`config.mk`:
```
export PLATFORM = sky130hd
export DESIGN_NAME = adder_bist_flat
export DESIGN_NICKNAME = d
export VERILOG_FILES = /design/src/rtl/adder_bist_if.sv /design/src/rtl/adder_bist.sv /design/src/flat_wrapper.sv
export SDC_FILE = /design/constraint.sdc
export NUM_CORES = 1
export LEC_CHECK = 0
export ABC_AREA = 1
export CAP_MARGIN = 20
export CORE_MARGIN = 4
export CORE_UTILIZATION = 40
export DETAILED_ROUTE_END_ITERATION = 10
export HOLD_SLACK_MARGIN = 0.12
export PLACE_DENSITY = 0.63
export SLEW_MARGIN = 40
export SYNTH_ARGS = -nofsm -noshare
export SYNTH_HDL_FRONTEND = slang
export SYNTH_SLANG_ARGS = --single-unit
```
`constraint.sdc`:
```
create_clock -name clk -period 3.57 [get_ports clk]
set_input_delay 0.714 -clock clk [delete_from_list [all_inputs] [get_ports clk]]
set_output_delay 0.714 -clock clk [all_outputs]
set_load 0.02 [all_outputs]
```
`src/rtl/adder_bist_if.sv`:
```
// Operand/result bus between the BIST controller and the adder it exercises.
// The master side drives the operands and the slave side returns {cout, s}.
interface adder_bist_if #(
  parameter int WIDTH = 8
);
  logic [WIDTH-1:0] dut_a;
  logic [WIDTH-1:0] dut_b;
  logic             dut_cin;
  logic [WIDTH-1:0] dut_s;
  logic             dut_cout;

  modport master (output dut_a, output dut_b, output dut_cin, input dut_s, input dut_cout);
  modport slave  (input dut_a, input dut_b, input dut_cin, output dut_s, output dut_cout);
endinterface

```
`src/rtl/adder_bist.sv`:
```
// Exhaustive built-in self-test for a WIDTH-bit adder: sweeps b (inner), a, then cin,
// compares {cout,s} with a+b+cin and records the error count and first failing vector.
module adder_bist #(
  parameter int WIDTH         = 8,
  parameter int SETTLE_CYCLES = 1,
  parameter bit SWEEP_CIN     = 1'b0
) (
  input  logic                 clk,
  input  logic                 rst,
  input  logic                 start,
  adder_bist_if.master         bus,
  output logic                 busy,
  output logic                 done,
  output logic                 pass,
  output logic [2*WIDTH+1:0]   err_count,
  output logic [WIDTH-1:0]     first_err_a,
  output logic [WIDTH-1:0]     first_err_b,
  output logic                 first_err_ci,
  output logic [WIDTH:0]       first_err_got
);
  localparam int CNT_W = (SETTLE_CYCLES > 1) ? $clog2(SETTLE_CYCLES) : 1;
  localparam int ERR_W = 2 * WIDTH + 2;

  typedef enum logic [1:0] {
    IDLE   = 2'd0,
    DRIVE  = 2'd1,
    SAMPLE = 2'd2,
    DONE   = 2'd3
  } state_t;

  state_t             r_state;
  logic [WIDTH-1:0]   r_a;
  logic [WIDTH-1:0]   r_b;
  logic               r_cin;
  logic [CNT_W-1:0]   r_settle;
  logic               r_busy;
  logic               r_done;
  logic               r_pass;
  logic [ERR_W-1:0]   r_err;
  logic [WIDTH-1:0]   r_fa;
  logic [WIDTH-1:0]   r_fb;
  logic               r_fci;
  logic [WIDTH:0]     r_fgot;

  logic [WIDTH:0]     w_exp;
  logic [WIDTH:0]     w_got;
  logic               w_mismatch;
  logic [ERR_W-1:0]   w_err_next;
  logic               w_last;

  assign w_exp      = {1'b0, r_a} + {1'b0, r_b} + {{WIDTH{1'b0}}, r_cin};
  assign w_got      = {bus.dut_cout, bus.dut_s};
  assign w_mismatch = (w_got != w_exp);
  assign w_last     = (&r_a) && (&r_b) && (r_cin == SWEEP_CIN);

  // Saturating error counter increment for the vector being sampled.
  always_comb begin
    w_err_next = r_err;
    if (w_mismatch && !(&r_err)) begin
      w_err_next = r_err + ERR_W'(1);
    end else begin
      w_err_next = r_err;
    end
  end

  // Sweep controller: operand generation, settle timing, checking and status.
  always_ff @(posedge clk) begin
    if (rst) begin
      r_state  <= IDLE;
      r_a      <= {WIDTH{1'b0}};
      r_b      <= {WIDTH{1'b0}};
      r_cin    <= 1'b0;
      r_settle <= {CNT_W{1'b0}};
      r_busy   <= 1'b0;
      r_done   <= 1'b0;
      r_pass   <= 1'b0;
      r_err    <= {ERR_W{1'b0}};
      r_fa     <= {WIDTH{1'b0}};
      r_fb     <= {WIDTH{1'b0}};
      r_fci    <= 1'b0;
      r_fgot   <= {(WIDTH+1){1'b0}};
    end else begin
      case (r_state)
        IDLE, DONE: begin
          if (start) begin
            r_state  <= DRIVE;
            r_a      <= {WIDTH{1'b0}};
            r_b      <= {WIDTH{1'b0}};
            r_cin    <= 1'b0;
            r_settle <= {CNT_W{1'b0}};
            r_busy   <= 1'b1;
            r_done   <= 1'b0;
            r_pass   <= 1'b0;
            r_err    <= {ERR_W{1'b0}};
            r_fa     <= {WIDTH{1'b0}};
            r_fb     <= {WIDTH{1'b0}};
            r_fci    <= 1'b0;
            r_fgot   <= {(WIDTH+1){1'b0}};
          end else begin
            r_state <= r_state;
          end
        end
        DRIVE: begin
          if (r_settle == CNT_W'(SETTLE_CYCLES - 1)) begin
            r_settle <= {CNT_W{1'b0}};
            r_state  <= SAMPLE;
          end else begin
            r_settle <= r_settle + CNT_W'(1);
          end
        end
        SAMPLE: begin
          r_err <= w_err_next;
          // A zero count means no earlier mismatch, since saturation never returns to zero.
          if (w_mismatch && (r_err == {ERR_W{1'b0}})) begin
            r_fa   <= r_a;
            r_fb   <= r_b;
            r_fci  <= r_cin;
            r_fgot <= w_got;
          end
          if (w_last) begin
            r_state <= DONE;
            r_busy  <= 1'b0;
            r_done  <= 1'b1;
            r_pass  <= (w_err_next == {ERR_W{1'b0}});
          end else begin
            r_state <= DRIVE;
            r_b     <= r_b + WIDTH'(1);
            if (&r_b) begin
              r_a <= r_a + WIDTH'(1);
              if ((&r_a) && SWEEP_CIN && !r_cin) begin
                r_cin <= 1'b1;
              end
            end
          end
        end
        default: begin
          r_state <= IDLE;
        end
      endcase
    end
  end

  assign bus.dut_a     = r_a;
  assign bus.dut_b     = r_b;
  assign bus.dut_cin   = r_cin;
  assign busy          = r_busy;
  assign done          = r_done;
  assign pass          = r_pass;
  assign err_count     = r_err;
  assign first_err_a   = r_fa;
  assign first_err_b   = r_fb;
  assign first_err_ci  = r_fci;
  assign first_err_got = r_fgot;
endmodule

```
`src/flat_wrapper.sv`:
```
// flat-port wrapper written by rule: the top's interface ports become plain ports
module adder_bist_flat 
#(
  parameter int WIDTH         = 8,
  parameter int SETTLE_CYCLES = 1,
  parameter bit SWEEP_CIN     = 1'b0
)
  (clk, rst, start, busy, done, pass, err_count, first_err_a, first_err_b, first_err_ci, first_err_got, bus_dut_a, bus_dut_b, bus_dut_cin, bus_dut_s, bus_dut_cout);
  adder_bist_if #(.WIDTH(WIDTH)) bus_i ();
  input  logic clk;
  input  logic rst;
  input  logic start;
  output logic busy;
  output logic done;
  output logic pass;
  output logic [2*WIDTH+1:0] err_count;
  output logic [WIDTH-1:0] first_err_a;
  output logic [WIDTH-1:0] first_err_b;
  output logic first_err_ci;
  output logic [WIDTH:0] first_err_got;
  output wire logic [$bits(bus_i.dut_a)-1:0] bus_dut_a;
  output wire logic [$bits(bus_i.dut_b)-1:0] bus_dut_b;
  output wire logic [$bits(bus_i.dut_cin)-1:0] bus_dut_cin;
  input wire logic [$bits(bus_i.dut_s)-1:0] bus_dut_s;
  input wire logic [$bits(bus_i.dut_cout)-1:0] bus_dut_cout;
  assign bus_dut_a = bus_i.dut_a;
  assign bus_dut_b = bus_i.dut_b;
  assign bus_dut_cin = bus_i.dut_cin;
  assign bus_i.dut_s = bus_dut_s;
  assign bus_i.dut_cout = bus_dut_cout;
  adder_bist #(.WIDTH(WIDTH), .SETTLE_CYCLES(SETTLE_CYCLES), .SWEEP_CIN(SWEEP_CIN)) u_core (.clk(clk), .rst(rst), .start(start), .bus(bus_i), .busy(busy), .done(done), .pass(pass), .err_count(err_count), .first_err_a(first_err_a), .first_err_b(first_err_b), .first_err_ci(first_err_ci), .first_err_got(first_err_got));
endmodule
```
* Yosys cells after proc, flatten, opt, wreduce, memory -nomap -nowiden
Cells that the tools add are included.
** Word-level totals
- Flip-flop bits (word level) :: 66
- Input bits :: 12
- Output and inout port bits :: 64
- Logic and storage cells :: 79
** Operators by class
- Add/subtract/negate cells :: 5
- Equal/unequal tests :: 10
- Mux-type cells :: 32
- Reductions and logical operators :: 20
** Operators by type and width (number)
- 8-bit case mux with 2 select lines :: 4
- 8-bit two-way mux :: 6
- 18-bit zero test :: 2
- 18-bit two-way mux :: 2
- 18-bit case mux with 2 select lines :: 1
- 18-bit by 1-bit adder with 18-bit output, second input constant :: 1
- 9-bit two-way mux :: 2
- 9-bit case mux with 2 select lines :: 1
- 18-bit AND reduction :: 1
- 8-bit by 1-bit adder with 8-bit output, second input constant :: 2
- 8-bit AND reduction :: 2
- 1-bit case mux with 2 select lines :: 5
- 8-bit by 8-bit adder with 9-bit output :: 1
- 9-bit inequality test :: 1
- 3-bit AND reduction :: 3
- 1-bit two-way mux :: 7
- 2-bit two-way mux :: 3
- 2-bit by 1-bit inequality test with 1-bit output, second input constant :: 3
- 2-bit inequality test, second input constant :: 3
- 2-bit case mux with 3 select lines :: 1
- 2-bit AND reduction :: 3
- 2-bit equality test, second input constant :: 2
- 4-bit AND reduction :: 1
- 2-bit nonzero test :: 2
- 6 further kinds :: 8

* Logic depth before layout (Yosys ltp)
- Word-level depth :: 7
- Mapped depth :: 21
- Gate-level depth less buffers :: 20

* Least setup slack after synthesis
OpenSTA, ideal clock, no wires.
- Path kind :: flip-flop to flip-flop
- Start :: register u_core.r_b[0], in the netlist u_core.bus.dut_b[0]
- End :: register u_core.r_pass, in the netlist u_core.pass
- Library setup time :: 67 ps
- Arrival :: 2608 ps
- Slack :: 894 ps
- Stages on the path, launching flop included :: 20
- Path buffers :: 2
- Period minus slack after synthesis :: 2676 ps
- Path through :: dfxtp_1 -> ha_1 -> inv_1 -> fa_1 -> inv_1 -> nand2_1 -> nand2_1 -> xor2_1 -> nand3_1 -> nor3_2 -> nand3_2 -> buf_6 -> buf_6 -> nand3_1 -> nand2_1 -> nor2_1 -> nand2_1 -> nor2_1 -> nand3_1 -> a21oi_2
** Between the ends
- Cells in the longest elaborated chain, start to end :: 7
- Elaborated cells between the ends (all ways) :: 11
- Those cells by class :: add/sub: 1; eq/ne: 2; mux: 3; reduce/logical: 5
** Ends and longest elaborated chain
- start, declared :: RTL line adder_bist.sv:33 : logic [WIDTH-1:0] r_b;
- start signal, assigned :: RTL line adder_bist.sv:71 : r_b <= {WIDTH{1'b0}};
- start signal, assigned :: RTL line adder_bist.sv:88 : r_b <= {WIDTH{1'b0}};
- start signal, assigned :: RTL line adder_bist.sv:127 : r_b <= r_b + WIDTH'(1);
- 8-bit by 8-bit adder with 9-bit output :: RTL line adder_bist.sv:51 : assign w_exp = {1'b0, r_a} + {1'b0, r_b} + {{WIDTH{1'b0}}, r_cin};
- 9-bit inequality test :: RTL line adder_bist.sv:53 : assign w_mismatch = (w_got != w_exp);
- 1-bit logical AND :: RTL line adder_bist.sv:59 : if (w_mismatch && !(&r_err)) begin
- 18-bit two-way mux :: RTL line adder_bist.sv:59
- 18-bit zero test :: RTL line adder_bist.sv:124 : r_pass <= (w_err_next == {ERR_W{1'b0}});
- 1-bit two-way mux :: RTL line adder_bist.sv:120 : if (w_last) begin
- 1-bit case mux with 2 select lines :: RTL line adder_bist.sv:83 : case (r_state)
- end signal, assigned :: RTL line adder_bist.sv:124
- end, declared :: RTL line adder_bist.sv:38 : logic r_pass;
Several ways; a longest one is shown, not always the timed one. The select of a mux whose other input is x is not followed.
A chain may end at the register's enable or synchronous reset.

* Final worst setup path
- Start :: register u_core.r_b[1], in the netlist u_core.bus.dut_b[1]
- End :: register u_core.r_fa[3], in the netlist u_core.first_err_a[3]
** Between the ends
- Cells in the longest elaborated chain, start to end :: 5
** Ends and longest elaborated chain
- 8-bit by 8-bit adder with 9-bit output :: RTL line adder_bist.sv:51
- 9-bit inequality test :: RTL line adder_bist.sv:53
- 1-bit logical AND :: RTL line adder_bist.sv:114 : if (w_mismatch && (r_err == {ERR_W{1'b0}})) begin
- 2-bit by 1-bit inequality test with 1-bit output (no line)
- 3-bit AND reduction (no line)
- end signal, assigned :: RTL line adder_bist.sv:78 : r_fa <= {WIDTH{1'b0}};
- end signal, assigned :: RTL line adder_bist.sv:95 : r_fa <= {WIDTH{1'b0}};
- end signal, assigned :: RTL line adder_bist.sv:115 : r_fa <= r_a;
- end, declared :: RTL line adder_bist.sv:40 : logic [WIDTH-1:0] r_fa;
Every way passes these cells.

==> flow_metrics.env <==
export IMPL_status="completed"
export IMPL_synth_top_cell_area_share_pct=32.8
export IMPL_synth_enable_flop_cells=0
export IMPL_max_slew_worst_pin_slew_ps=750
export IMPL_fin_setup_tns_ps=0
export IMPL_power_leakage_nw=1.99
export IMPL_vias=3927
export IMPL_die_area_um2=11400
export IMPL_ys_flop_type="dfxtp_1"
export IMPL_post_cts_buffers=0
export IMPL_hold_viol_final=0
export IMPL_power_density_nw_per_um2=355
export IMPL_ys_warn_count=0
export IMPL_antenna_found_initial=0
export IMPL_cp_required_ps=3860
export IMPL_die_w_um=107
export IMPL_grt_util_met2_pct=30.3
export IMPL_die_h_um=107
export IMPL_clkLatencyLatePin_ps=360
export IMPL_ant_nets=0
export IMPL_pin_count=76
export IMPL_setup_violations=0
export IMPL_grt_pass1_vias=3772
export IMPL_firstDrtPassIters=7
export IMPL_clock_skew_ps=10.5
export IMPL_grt_use_met3_pct=3.73
export IMPL_cts_buffer_depth=2
export IMPL_avgSynthCellArea_um2=6.61
export IMPL_drv_slew=0
export IMPL_core_area_um2=9370
export IMPL_drt_iter0_markers=267
export IMPL_num_rows=35
export IMPL_maxCapViolCount=0
export IMPL_gr_usage_all_layers_pct=20.5
export IMPL_yosys_area_top_type="dfxtp_1"
export IMPL_cts_tree="built"
export IMPL_worstSetupPathType="flop to flop"
export IMPL_grt_pass1_wl_mm=18.8
export IMPL_io_buffers=73
export IMPL_cts_root_buf="clkbuf_8"
export IMPL_crit_fanout=12
export IMPL_drive_gt1_share_pct=7.19
export IMPL_hp_class="flop to flop"
export IMPL_fin_hold_ws_ps=461
export IMPL_cts_buffers=9
export IMPL_overflow=0
export IMPL_dp_slack_ps=468
export IMPL_routed_wl_mm=11.3
export IMPL_startpoint_type="flop"
export IMPL_fmax_mhz=337
export IMPL_cts_resized=0
export IMPL_vdd_drop_max_mv=0.259
export IMPL_cts_hold_buf=0
export IMPL_netlist_area_um2=3900
export IMPL_use_met1_pct=30.7
export IMPL_htree_levels=3
export IMPL_min_period_ps=2970
export IMPL_start_util_pct=41.7
export IMPL_crit_arrival_ps=3260
export IMPL_nFillCells=976
export IMPL_synthTopCellsByArea="dfxtp_1 33%, nand2_1 18%, a21oi_1 7.3%"
export IMPL_path_clk_slew_ps=90
export IMPL_rsz0062_at_grt="no"
export IMPL_area_delta_synth_final_pct=27.4
export IMPL_slew_headroom_pct=49.8
export IMPL_critPathCaptureType="flop"
export IMPL_gp_congestion=0.917
export IMPL_setup_ws_ps=603
export IMPL_diodes=0
export IMPL_seq_area_frac_synth_pct=32.8
export IMPL_synth_cells=591
export IMPL_cts_sinks=64
export IMPL_synth_cell_types=38
export IMPL_async_flop_share_pct=0
export IMPL_hpwlAfterDp_mm=8.41
export IMPL_top_usage_layer="met1"
export IMPL_routedWlPerCell_um=14.1
export IMPL_period_share_pct=83.1
export IMPL_nets=690
export IMPL_grt_max_degree=46
export IMPL_viasPerCell=4.93
export IMPL_synth_seq_cells=64
export IMPL_drc=0
[cell usage after synthesis (2+ instances only)]
| cell type | count |
|---|---|
| dfxtp_1 | 64 |
| buf_2 | 3 |
| inv_2 | 4 |
| nor2_2 | 3 |
| buf_1 | 3 |
| nor4_1 | 4 |
| nand4_1 | 7 |
| nand2_1 | 182 |
| nor3b_1 | 2 |
| nor2_1 | 46 |
| nor3_2 | 3 |
| nor3_1 | 17 |
| inv_1 | 61 |
| a211oi_1 | 5 |
| nand3_2 | 4 |
| a21oi_2 | 2 |
| clkbuf_1 | 11 |
| nand2_2 | 3 |
| xnor2_1 | 2 |
| nand3_1 | 40 |
| xor2_1 | 18 |
| o21a_1 | 2 |
| a21oi_1 | 57 |
| buf_6 | 3 |
| buf_4 | 3 |
| nand3b_1 | 8 |
| o21bai_1 | 2 |
| o21ai_0 | 9 |
| ha_1 | 14 |
[kinds of logic after synthesis]
family | synth area share [%]
buffers and inverters | 9.42
adders and majority gates | 5.00
xor gates and xnor gates | 4.49
and+or+nand+nor | 36.9
other | 0.0961
DFF | 32.8
AOI/OAI and AO/OA | 11.3
[layout by cell type, fill, tap and decap left out, types with 3 or more instances in the layout]
cell type        synthesis  routed
nor2_1                  46      46
a211oi_1                 5       5
buf_4                    3      10
nor4_1                   4       4
nand3b_1                 8       8
nand3_2                  4       4
clkdlybuf4s50_1          0      73
clkbuf_8                 0       9
nor3_2                   3       3
nor2_2                   3       3
xor2_1                  18      18
inv_6                    0       3
nand2_1                182     182
o21ai_0                  9       9
nand3_1                 40      40
dfxtp_1                 64      64
nand2_2                  3       3
inv_1                   61      61
ha_1                    14      14
nor3_1                  17      17
inv_2                    4       4
nand4_1                  7       7
a21oi_1                 57      57
[stage by stage]
stage                     std cells  utilization [%]  instance area (µm²)  power [mW]
after floorplan                 592                -                 3910       0.940
after global placement          781             50.7                 4750        1.05
after detailed placement        781             50.7                 4750        1.05
after CTS                       797             53.1                 4970        1.78
after global routing            797             53.1                 4970        1.84
final                           797             53.1                 4970        1.77
[worst max-delay path, stage by stage, from the launching register on]
cell,delay (ps)
dfxtp_1,440
inv_1,110
fa_1,460
inv_1,90
nand2_1,70
nand2_1,120
nand3_1,80
nand2_1,80
xor2_1,140
inv_1,60
nand3_2,210
nand2_1,160
nor2_1,600
nand2_1,130
a21oi_1,170
[area by class of cell]
type	instances	area, µm²	share of cell area (%)
multi-input cells	440	2260	45.4
flip-flops and latches	64	1280	25.8
repair buffers	83	806	16.2
inverters	65	244	4.90
well taps	129	161	3.24
clock buffers	9	124	2.49
clock inverters	7	100	2.01
[registers in the layout (all words and copies together), names as in the netlist, 2 cells and up]
signal                cells
u_core.err_count         18
u_core.first_err_a        8
u_core.first_err_got      9
u_core.first_err_b        8
u_core.r_state            2
u_core.bus.dut_b          8
u_core.bus.dut_a          8
[report_power, final]
part | total, mW | internal (mW) | leakage [nW] | switching (mW)
logic | 0.284 | 0.104 | 1.36 | 0.180
registers | 0.752 | 0.735 | 0.517 | 0.0175
clock network | 0.732 | 0.401 | 0.115 | 0.331
total | 1.77 | 1.24 | 1.99 | 0.529
[per-layer routing]
layer  vias to the layer above  part of all wire [%]
met5                         -                     0
met4                         0                  0.94
met1                      1766                    53
li1                       2051                     -
met2                        99                    41
met3                        11                   5.4
[path summary, 6_finish.rpt]
kind / startpoint / to / slack, ps / cells past startpoint
worst max-delay path: u_core.bus.dut_b[1] / u_core.first_err_a[3] / 600 / 14
worst min-delay path: u_core.first_err_got[3] / u_core.first_err_got[3] / 460 / 2
worst max register to register: u_core.bus.dut_b[1] / u_core.first_err_a[3] / 600 / 14
worst min register to register: u_core.first_err_got[3] / u_core.first_err_got[3] / 460 / 2
No activity file was read; power rests on OpenSTA's default activity.
